--- src/rtl/dwc_gearbox.sv ---
// dwc_gearbox: LSB-first stream width converter for arbitrary IBITS->OBITS ratios.
// Outputs decode only from cnt_q/buf_q, so no input reaches an output combinationally.
module dwc_gearbox #(
  parameter int IBITS = 24,
  parameter int OBITS = 32
) (
  input  logic             clk,
  input  logic             rst_n,
  output logic             irdy,
  input  logic             ivld,
  input  logic [IBITS-1:0] idat,
  input  logic             ordy,
  output logic             ovld,
  output logic [OBITS-1:0] odat
);
  localparam int CAP = OBITS + 2*IBITS - 1;
  localparam int CW = $clog2(CAP + 1);
  localparam logic [CW-1:0] OB = CW'(OBITS);
  localparam logic [CW-1:0] IB = CW'(IBITS);
  localparam logic [CW-1:0] ILIM = CW'(CAP - IBITS);
  localparam logic [CAP-1:0] IMASK = CAP'({IBITS{1'b1}});
  logic [CAP-1:0] buf_q, buf_d, shifted;
  logic [CW-1:0] cnt_q, cnt_d, c1;
  logic ifire, ofire;
  assign ovld = cnt_q >= OB;
  assign irdy = cnt_q <= ILIM;
  assign odat = buf_q[OBITS-1:0];
  assign ifire = ivld && irdy;
  assign ofire = ovld && ordy;
  // new input lands directly above whatever survives the output shift
  always_comb begin
    c1 = ofire ? cnt_q - OB : cnt_q;
    shifted = ofire ? buf_q >> OBITS : buf_q;
    buf_d = ifire ? (shifted & ~(IMASK << c1)) | (CAP'(idat) << c1) : shifted;
    cnt_d = ifire ? c1 + IB : c1;
  end
  always_ff @(posedge clk) begin
    buf_q <= buf_d;
    cnt_q <= rst_n ? cnt_d : '0;
  end
endmodule

--- config.mk ---
export PLATFORM = sky130hd
export DESIGN_NAME = dwc_gearbox
export DESIGN_NICKNAME = d
export VERILOG_FILES = /design/src/rtl/dwc_gearbox.sv
export SDC_FILE = /design/constraint.sdc
export NUM_CORES = 1
export LEC_CHECK = 0
export BUFFER_PORTS_ARGS = -buffer_cell sky130_fd_sc_hd__buf_4
export CAP_MARGIN = 5
export CELL_PAD_IN_SITES_DETAIL_PLACEMENT = 1
export CELL_PAD_IN_SITES_GLOBAL_PLACEMENT = 2
export CORE_ASPECT_RATIO = 0.8
export CORE_UTILIZATION = 36
export CTS_CLUSTER_DIAMETER = 150
export DETAILED_ROUTE_END_ITERATION = 10
export PLACE_DENSITY_LB_ADDON = 0.1
export RECOVER_POWER = 100
export SKIP_CTS_REPAIR_TIMING = 1
export SLEW_MARGIN = 20
export SYNTH_ARGS = -nofsm -noshare
export SYNTH_HDL_FRONTEND = slang
export SYNTH_SLANG_ARGS = --single-unit
--- constraint.sdc ---
create_clock -name clk -period 2.5 [get_ports clk]
set_input_delay 0.25 -clock clk [delete_from_list [all_inputs] [get_ports clk]]
set_output_delay 0.25 -clock clk [all_outputs]
set_load 0.01 [all_outputs]
# [After elaboration in Yosys (flattened, before gate mapping)]
# Cells that the tools add are included.
[totals] register_bits=86 word_cells=17 inputBits=28 out_inout_bits=34
[classes] shifts=2 magnitude_cmp=2 addsub=2 n_reduce_logical=2 bitwise_logic=3 muxes=4
[op_table] operator="2-to-1 mux 79 bit" n=2
[op_table] operator="AND 79 bit" n=1
[op_table] operator="inverter 79 bit" n=1
[op_table] operator="bitwise OR 79 bit" n=1
[op_table] operator="left shift 24 x 7 -> 79 bit" n=1
[op_table] operator="left shift 24 x 7 -> 79 bit, first input constant" n=1
[op_table] operator="2-to-1 mux 7 bit" n=2
[op_table] operator="adder 7 x 5 -> 7 bit, second input constant" n=1
[op_table] operator=">= comparator 7 x 6 -> 1 bit, second input constant" n=1
[op_table] operator="<= comparator 7 x 6 -> 1 bit, second input constant" n=1
[op_table] operator="subtractor 7 x 6 -> 7 bit, second input constant" n=1
[op_table] operator="logical AND 1 bit" n=2

# [Depth between registers and ports, before layout]
# Gate-level depths: netlist of run 1.
[depth] ltp_word=8 depth_mapped=9 depth_no_buf=7

# [Worst setup path before layout of run 1]
# Ideal clock, no wire load.
[synth_timing] path_kind="flip-flop to flip-flop" startpoint="register cnt_q[5]" endpoint="register buf_q[58]" setup_time_ns=0.059 arrival_time_ns=2.054 path_slack_ns=0.387 stages_incl_launch_ff=10 path_cell_list="dfxtp_1 buf_4 inv_1 ha_1 and2b_4 xnor2_1 buf_2 ha_1 a21oi_1 a22o_1"
[synth_between] elab_chain_len=8 elab_cells_between_ends=13 cone_classes="add/sub: 1; order compare: 2; shift: 2; mux: 3; bitwise: 3; reduce/logical: 2"
[synth_lines] element="start, declared" line_no="23" rtl="logic [CW-1:0] cnt_q, cnt_d, c1;"
[synth_lines] element="start signal, assigned" line_no="39" rtl="cnt_q <= rst_n ? cnt_d : '0;"
[synth_lines] element=">= comparator 7 x 6 -> 1 bit" line_no="25" rtl="assign ovld = cnt_q >= OB;"
[synth_lines] element="logical AND 1 bit" line_no="29" rtl="assign ofire = ovld && ordy;"
[synth_lines] element="2-to-1 mux 7 bit" line_no="32" rtl="c1 = ofire ? cnt_q - OB : cnt_q;"
[synth_lines] element="left shift 24 x 7 -> 79 bit" line_no="34" rtl="buf_d = ifire ? (shifted & ~(IMASK << c1)) | (CAP'(idat) << c1) : shifted;"
[synth_lines] element="inverter 79 bit" line_no="34"
[synth_lines] element="AND 79 bit" line_no="34"
[synth_lines] element="bitwise OR 79 bit" line_no="34"
[synth_lines] element="2-to-1 mux 79 bit (*)" line_no="34"
[synth_lines] element="named net buf_d[58]" line_no="22" rtl="logic [CAP-1:0] buf_q, buf_d, shifted;"
[synth_lines] element="end signal, assigned" line_no="38" rtl="buf_q <= buf_d;"
[synth_lines] element="end, declared" line_no="22"
# Mark *: on every way through the listed nets, which the timed path passes. The rest lies on a longest branch.
# A chain may end at the register's enable or synchronous reset.

# [Worst setup path in the final report of run 1]
[layout_timing] startpoint="register cnt_q[6]" endpoint="register buf_q[73]"
# The elaborated chain is that of the path after synthesis.

==> results.md, run 1 <==
- Status: complete, but fails checks
- Failing checks: design-rule violations
- Vias in the first global route: 3729
- Post-Syn Area: 0.004392 sq mm
- Yosys warnings: 0
- Remaining antenna violation count: 0
- Slew Limit Fails: 0
- Area grow syn2layout: 12.85%
- H-tree level count: 3
- Cells after Synth: 459
- Post-DP HPWL: 9.767 mm
- Power per cell area: 1415 mW/mm^2
- Final Skew: 0.007528 ns
- Fmax: 0.4235 GHz
- Async SR Flop Fraction: 0
- Post-route cell area: 0.004956 sq mm
- Io pins: 62
- #FFs+latches synth: 83
- Routed wire length per instance: 21.91 microns
- Crit. End Element: register
- Worst Tran Pin Value: 0.8661 ns
- RSZ-0062 raised after global routing: no
- Via count: 3676
- Overflow after GRT: 0
- Skew-Pair Late Insertion Delay: 0.34 ns
- Crit-path cells: inv_1 > ha_1 > and2b_4 > buf_4 > a31oi_1 > a221o_1
- Cell variety after synth: 48
- Cell count of the worst reg-to-reg path: 6
- Max Cap Viol: 0
- Nets: 525
- Fin. Hold Viols: 0
- Commonest non-fill, non-tap cells in the layout: 83 x dfxtp_1, 45 x buf_4, 43 x mux2i_1, 36 x nand2_1, 35 x clkbuf_1
- Startpoint types: register
- Core Util, Final: 0.4239
- Leak: 0.001947 uW
- Critical path's slowest cell: buf_4
- Hold Path Stages: 2
- CP delay by family, top: compound AO/OA/AOI/OAI gates
- Initial antenna violation count: 0
- Critical path fanouts, max: 35
- Avg Synthesized Cell Area: 9.568 sq um
- Iter 0 DRT Violations: 184
- Crit path time final: 2.361 ns
- Maximum vdd drop: 0.4510 mV
- Design Power: 7013 uW
- Final setup violation count: 0
- DRC viols: 2
- Hold WC Path Type: input pin to register
- Fin Setup TNS: 0 ns
- CTS tree: done
- CP bufs+invs: 2
- Starting density of the core: 0.3756
- CP arrival: 2.58 ns
- Largest net degree at the start of global routing: 47
- DP Area: 0.004812 sq mm
- Commonest non-fill, non-tap cell in the layout: dfxtp_1
- Die footprint: 0.01265 sq mm
- Detailed-route wire length: 14.05 mm
- CTS max path bufs: 2
- Port buffer count: 61
- Setup CP Type: register to register
- WP data required: 2.72 ns
- Share of layout cells above drive strength 1: 0.1907
- Area of the core: 0.01169 sq mm
- GPL Wtd Cong: 0.7853
- Slew HR: 0.4061
- Die W: 125.5 microns
- FP Rows: 35
- Post-Syn Nets: 494
- CP peak stage delay: 0.52 ns
- Crit share post-route: 0.9445
- Post-synth EDFFs: 0
- Worst hold slack: 0.1757 ns
- First-pass GRT wire length: 22.27 mm
- Clock buffer count from CTS: 9
- Vias per cell: 5.735
- WP depth: 6
- CTS root buf: clkbuf_16
- Clock slew seen by the registers of the worst setup and hold paths: 0.06 ns
- Clk sinks: 83
- Antenna cell count: 0
- Seq/Total Area, Yosys: 0.3783
- First drt pass iteration count: 8
- Die Height: 100.8 microns
- Total Routing Usage GR: 0.2340
- Synth Flop Type: dfxtp_1
routing by layer:
metal / global-route usage / vias up / part of all wire
li1: - / 1739 / -
met1: 0.3269 / 1847 / 0.49
met2: 0.3701 / 72 / 0.45
met3: 0.03715 / 18 / 0.040
met4: 0.07317 / 0 / 0.016
met5: 0 / - / 0
logic make-up after synthesis:
| logic type | share of synthesized area |
|---|---|
| XOR/XNOR | 0.005984 |
| adder cells (fa/ha/maj) | 0.01994 |
| AO/OA/AOI/OAI | 0.2108 |
| buffers and inverters | 0.09715 |
| flip-flops | 0.3783 |
| AND/OR/NAND/NOR | 0.1274 |
| multiplexers | 0.1604 |
where the power goes:
part / leakage (uW) / total [uW] / internal [uW] / switching (uW)
clock network: 0.000141 / 1310 / 787 / 521
logic: 0.00112 / 3480 / 1390 / 2090
registers: 0.000689 / 2220 / 1910 / 313
total: 0.00195 / 7010 / 4080 / 2930
flip-flops by register name, summed over array words and instances, names as in the netlist:
signal,count
buf_q,79
cnt_q,4
path summary, 6_finish.rpt:
path | start | end | slack (ns)
worst min register to register | buf_q[63] | buf_q[63] | 0.47
worst max register to register | cnt_q[6] | buf_q[73] | 0.14
worst max-delay path | cnt_q[6] | buf_q[73] | 0.14
worst min-delay path | rst_n | cnt_q[3] | 0.18
through the flow:
step | instances | worst slack [ns]
4_1_cts | 641 | 0.1706
2_1_floorplan | 459 | 0.3873
6_report | 641 | 0.1388
3_3_place_gp | 627 | 0.2126
5_1_grt | 641 | 0.01992
3_5_place_dp | 627 | 0.1705
synthesized netlist by cell type (all sizes together), types with 12 or more instances:
cell type / number / area, sq um
a221o: 14 / 140.1
nand2: 37 / 141.4
dfxtp: 83 / 1662
mux2i: 43 / 430.4
buf: 55 / 366.6
o2bb2ai: 17 / 148.9
mux2: 24 / 274.0
o22ai: 28 / 175.2
nor2: 17 / 63.81
a21oi: 13 / 68.82
a22oi: 12 / 90.09
nor3: 15 / 90.09
area by class of cell:
cell class	instances	area (sq um)
fillers	1315	6736
multi-input cells	305	2297
flip-flops and latches	83	1662
repair buffers	82	495.5
clock buffers	11	242.7
well taps	148	185.2
clock inverters	3	40.04
inverters	9	33.78
worst reg2reg max path, cell delays in order (launching register included):
cell and delay (ns):
dfxtp_1 0.39, inv_1 0.09, ha_1 0.24, and2b_4 0.31, buf_4 0.52, a31oi_1 0.27
a221o_1 0.43
(Power assumes the default switching activity.)
==> run 2: changes to the inputs <==
CELL_PAD_IN_SITES_DETAIL_PLACEMENT = 0   (was 1)
CELL_PAD_IN_SITES_GLOBAL_PLACEMENT = 1   (was 2)
CORE_UTILIZATION = 44   (was 36)
==> run 2 against run 1 <==
Compared with the run above: the flow now finishes without violations; total power down 2.6%; via count is 1.2% lower; setup slack better by 0.063 ns; maximum frequency up 2.7%; global-route usage increased by 1.9 points; flip-flop and latch count is the same; sequential share of layout area rose by 0.20 points; register-to-register slack improved by 0.06 ns; combinational power is 3% lower; count of clock-buffer cells in the layout shrank 2; utilization rose by 8.5 points; hold slack got worse by 0.010 ns; largest power group unchanged.
==> results.md, run 2 (synthesis gave the netlist of run 1 again) <==
- GPL Wtd Cong: 0.7812 (-0.52%)
- Slew HR: 0.4255 (+0.01942)
- Sw Share: 0.4074 (-0.01016)
- Antenna cell count: 0 (unchanged)
- Max reg flops: 79 (unchanged)
- Largest net degree at the start of global routing: 39 (-17%)
- Port buffer count: 61 (unchanged)
- Internal power: 4050 uW (-0.85%)
- Clock slew seen by the registers of the worst setup and hold paths: 0.05 ns (about the same)
- WP data required: 2.69 ns (-0.03 ns)
- Area of the core: 0.009689 sq mm (-17%)
- DRC viols: 0 (-2)
- Total Routing Usage GR: 0.2528 (+0.01871)
- Commonest non-fill, non-tap cells in the layout: 83 x dfxtp_1, 48 x buf_4, 43 x mux2i_1, 36 x nand2_1, 33 x clkbuf_1
- Via count: 3632 (-1.2%)
- Clock buffer count from CTS: 9 (unchanged)
- H-tree level count: 3 (unchanged)
- Filler instances: 966 (-27%)
- Crit share post-route: 0.9194 (-0.02511)
- Worst hold slack: 0.1652 ns (-0.01048 ns)
- Io pins: 62 (unchanged)
- Commonest non-fill, non-tap cell in the layout: dfxtp_1
- CTS root buf: clkbuf_16
- Worst Tran Pin Value: 0.8377 ns (-0.02831 ns)
- Status: finished, final reports clean
- RSZ-0062 raised after global routing: no
- Remaining antenna violation count: 0 (unchanged)
- Clk sinks: 83 (unchanged)
- Critical path fanouts, max: 10 (-71%)
- Cell count of the worst reg-to-reg path: 7 (+1)
- Starting density of the core: 0.4533 (+0.07765)
- Share of layout cells above drive strength 1: 0.1931 (+0.002420)
- Leak: 0.001948 uW (about the same)
- Startpoint types: register
- Net switching power: 2784 uW (-4.9%)
- Power per cell area: 1387 mW/mm^2 (-2.0%)
- Skew-Pair Late Insertion Delay: 0.34 ns (about the same)
- Crit. End Element: register
- Fin Setup TNS: 0 ns (unchanged)
- Fmax: 0.4351 GHz (+2.7%)
- Post-DP HPWL: 8.667 mm (-11%)
- Overflow after GRT: 0 (unchanged)
- First drt pass iteration count: 4 (-4)
- Reg power frac: 0.321 (+0.004)
- Routed wire length per instance: 19.52 microns (-11%)
- CP arrival: 2.49 ns (-0.09 ns)
- Detailed-route wire length: 12.26 mm (-13%)
- Area grow syn2layout: 12.19%
- Die Height: 91.36 microns (-9.4%)
- Fin. Hold Viols: 0 (unchanged)
- Combinational group share of total power: 0.496 (about the same)
- Slew Limit Fails: 0 (unchanged)
- CTS max path bufs: 2 (unchanged)
- Nets: 525 (unchanged)
- Crit path time final: 2.298 ns (-0.06277 ns)
- Max Cap Viol: 0 (unchanged)
- Hold Path Stages: 2 (unchanged)
- Final setup violation count: 0 (unchanged)
- Top flop regs: buf_q (79), cnt_q (4)
- Die W: 113.7 microns (-9.4%)
- Vias in the first global route: 3623 (-2.8%)
- Hold WC Path Type: input pin to register
- Biggest register: buf_q
- Vias per cell: 5.783 (+0.85%)
- Setup CP Type: register to register
- Maximum vdd drop: 0.5185 mV (+15%)
- Final Skew: 0.005197 ns (-0.002331 ns)
- Iter 0 DRT Violations: 234 (+27%)
- Initial antenna violation count: 0 (unchanged)
- Clk pwr share: 0.183 (-0.004)
- First-pass GRT wire length: 19.73 mm (-11%)
- Die footprint: 0.01039 sq mm (-18%)
- CTS tree: done
- FP Rows: 32 (-8.6%)
run 2: stage by stage:
step | util | cell area [sq um] | setup slack, ns | power, uW | instances
final | 0.5085 | 4927 | 0.2015 | 6833 | 628
after global routing | 0.5085 | 4927 | 0.03785 | 7307 | 628
after CTS | 0.5217 | 5055 | 0.2070 | 7057 | 628
after detailed placement | 0.4938 | 4785 | 0.2133 | 5791 | 615
after global placement | 0.4938 | 4785 | 0.3086 | 5743 | 615
after floorplan | - | 4392 | 0.3873 | 4892 | 459
run 2: final timing paths:
check | endpoint | slack, ns | start
worst max register to register | buf_q[22] | 0.20 | cnt_q[6]
worst max-delay path | buf_q[22] | 0.20 | cnt_q[6]
worst min register to register | buf_q[47] | 0.46 | buf_q[47]
worst min-delay path | cnt_q[3] | 0.17 | rst_n
run 2: layout make-up:
type / instances / area (sq um) / share of cell area
multi-input combinational: 305 / 2300 / 0.4667
sequential: 83 / 1662 / 0.3372
timing repair buffer: 82 / 491.7 / 0.09980
clock buffer: 9 / 225.2 / 0.04571
tap: 136 / 170.2 / 0.03454
clock inverter: 4 / 45.04 / 0.009142
inverter: 9 / 33.78 / 0.006856
run 2: power by group through the flow:
stage	sequential (uW)	combinational, uW	clock [uW]
global route	2260	3710	1330
CTS	2200	3580	1270
finish	2190	3390	1250
detailed placement	2220	3570	0
global placement	2210	3530	0
floorplan	2140	2750	0
run 2: metal layers:
layer	GRT usage	routed length [microns]	up-vias
li1	-	-	1741
met1	0.3425	5869	1756
met2	0.3928	5460	114
met3	0.04740	608	21
met4	0.1031	320	0
met5	0	0	-
run 2: worst max-delay path: stages, from the launching register on:
cell and delay (ns):
dfxtp_1 0.40, inv_1 0.08, ha_1 0.18, a21oi_1 0.39, buf_4 0.22, nand2_2 0.17, nor3_2 0.55, o2bb2ai_1 0.17
==> run 3: changes to the inputs <==
CORE_UTILIZATION = 46   (was 44)
CTS_BUF_LIST = sky130_fd_sc_hd__clkbuf_2 sky130_fd_sc_hd__clkbuf_4 sky130_fd_sc_hd__clkbuf_8   (was default)
==> run 3 against run 2 <==
Compared with the run above: the run now ends with design-rule violations left; first-iteration DRC count up 16%; utilization rose by 2.3 points; flip-flop and latch count did not move; clock skew up 0.0052 ns; sequential share of layout area grew 0.42 points; die area shrank 4.3%; non-clock buffer count rose by 1; count of clock-buffer cells in the layout rose by 3; sequential power about the same; design area is 1.2% lower; register-to-register slack about the same; largest cell class unchanged.
==> results.md, run 3 (synthesis gave the netlist of run 1 again) <==
- Clk pwr share: 0.166 (-0.017)
- CTS root buf: clkbuf_8
- Status: complete, but fails checks
- Biggest register: buf_q
- RSZ-0062 raised after global routing: no
- WP data required: 2.81 ns (+0.12 ns)
- CP peak stage delay: 0.57 ns (+0.02 ns)
- Multi-input logic area: 0.002303 sq mm (+0.16%)
- Skew-Pair Late Insertion Delay: 0.36 ns (+0.02 ns)
- Failing checks: design-rule violations
- Crit share post-route: 0.9225 (+0.003074)
- Power per cell area: 1375 mW/mm^2 (-0.89%)
- GPL Wtd Cong: 0.8557 (+9.5%)
- Share of layout cells above drive strength 1: 0.1976 (+0.004491)
- Final setup violation count: 0 (unchanged)
- Startpoint types: register
- Clk sinks: 83 (unchanged)
- Max reg flops: 79 (unchanged)
- H-tree level count: 3 (unchanged)
- Die footprint: 0.009944 sq mm (-4.3%)
- DRC viols: 6 (+6)
- Post-DP HPWL: 8.560 mm (-1.2%)
- Crit-path cells: inv_1 > ha_1 > nand3b_1 > mux2_1 > buf_4 > nor4b_1 > a221o_1
- Fin. Hold Viols: 0 (unchanged)
- Max Cap Viol: 0 (unchanged)
- Largest net degree at the start of global routing: 39 (unchanged)
- Sw Share: 0.4137 (+0.006379)
- Final Skew: 0.01041 ns (+0.005210 ns)
- Commonest non-fill, non-tap cell in the layout: dfxtp_1
- Initial antenna violation count: 0 (unchanged)
- Reg power frac: 0.328 (+0.007)
- Antenna cell count: 0 (unchanged)
- Port buffer count: 61 (unchanged)
- Via count: 3569 (-1.7%)
- Net switching power: 2768 uW (-0.56%)
- Leak: 0.001929 uW (-0.98%)
- Slew HR: 0.4303 (+0.004729)
- Critical path fanouts, max: 12 (+2)
- CP arrival: 2.62 ns (+0.13 ns)
- Slew Limit Fails: 0 (unchanged)
- Area grow syn2layout: 10.83%
- Fmax: 0.4336 GHz (-0.33%)
- Die Height: 89.40 microns (-2.2%)
- CTS tree: done
- Clock buffer count from CTS: 9 (unchanged)
- Overflow after GRT: 0 (unchanged)
- CP bufs+invs: 2 (unchanged)
- Detailed-route wire length: 12.09 mm (-1.4%)
- Routed wire length per instance: 19.79 microns (+1.4%)
- Worst Tran Pin Value: 0.8515 ns (+0.01373 ns)
- Vias in the first global route: 3363 (-7.2%)
- Design Power: 6690 uW (-2.1%)
- Die W: 111.2 microns (-2.2%)
- Hold WC Path Type: input pin to register
- FP Rows: 31 (-3.1%)
- Internal power: 3922 uW (-3.2%)
- Fin Setup TNS: 0 ns (unchanged)
- Vias per cell: 5.841 (+1.0%)
- Filler instances: 897 (-7.1%)
- Io pins: 62 (unchanged)
- CP delay by family, top: multiplexers
- Combinational group share of total power: 0.506 (+0.010)
- First-pass GRT wire length: 18.88 mm (-4.3%)
- CTS max path bufs: 2 (unchanged)
- Nets: 526 (+0.19%)
- Crit. End Element: register
- Clock slew seen by the registers of the worst setup and hold paths: 0.08 ns (+0.03 ns)
- Maximum vdd drop: 0.4668 mV (-10%)
- Total Routing Usage GR: 0.2520 (-0.0007654)
- Iter 0 DRT Violations: 272 (+16%)
- Area of the core: 0.009154 sq mm (-5.5%)
- Setup CP Type: register to register
- DP Worst Slack: 0.2385 ns (+0.02518 ns)
- Storage element area: 0.001662 sq mm (unchanged)
- Final WS setup: 0.1939 ns (-0.007686 ns)
- Remaining antenna violation count: 0 (unchanged)
- Top flop regs: buf_q (79), cnt_q (4)
- Commonest non-fill, non-tap cells in the layout: 83 x dfxtp_1, 48 x buf_4, 43 x mux2i_1, 36 x nand2_1, 34 x clkbuf_1
- Starting density of the core: 0.4798 (+0.02652)
- Critical path's slowest cell: mux2_1
- First drt pass iteration count: 7 (+3)
- Crit path time final: 2.306 ns (+0.007686 ns)
run 3: cell type report:
cell class,count,area share
Tap cell,115,0.02956
Timing Repair Buffer,83,0.1013
Multi-Input combinational cell,305,0.4733
Sequential cell,83,0.3414
Inverter,9,0.006941
Clock inverter,4,0.01491
Clock buffer,12,0.03265
run 3: worst paths after layout:
path / startpoint / endpoint / slack (ns) / cells after the start
hold / removal: rst_n / cnt_q[3] / 0.15 / 2
setup / recovery: cnt_q[6] / buf_q[75] / 0.19 / 7
hold reg to reg: buf_q[47] / buf_q[47] / 0.47 / 2
setup reg to reg: cnt_q[6] / buf_q[75] / 0.19 / 7
run 3: per-stage QoR:
stage	utilization	std cells	hold slack, ns	area [sq um]
floorplan	-	459	0.3717	4392
global placement	0.5206	595	0.4460	4766
detailed placement	0.5206	595	0.4524	4766
CTS	0.5459	611	0.1340	4997
global route	0.5317	611	0.1405	4867
finish	0.5317	611	0.1482	4867
run 3: worst register-to-register path: stages (launching register included):
cell and delay, ns:
dfxtp_1 0.41, inv_1 0.09, ha_1 0.23, nand3b_1 0.23
mux2_1 0.57, buf_4 0.28, nor4b_1 0.30, a221o_1 0.15
run 3: power by group through the flow:
stage               sequential (uW)  combinational, uW  clock [uW]
detailed placement             2220               3570           0
CTS                            2200               3590        1130
global route                   2260               3690        1190
global placement               2210               3530           0
finish                         2190               3380        1110
floorplan                      2140               2750           0
run 3: layer usage:
layer  global-route usage  part of all wire  up-vias
met5                    0                 0        -
met4              0.07371            0.0080        0
met3              0.04542             0.049       10
met2               0.4091              0.45       86
met1               0.3456              0.49     1725
li1                     -                 -     1748
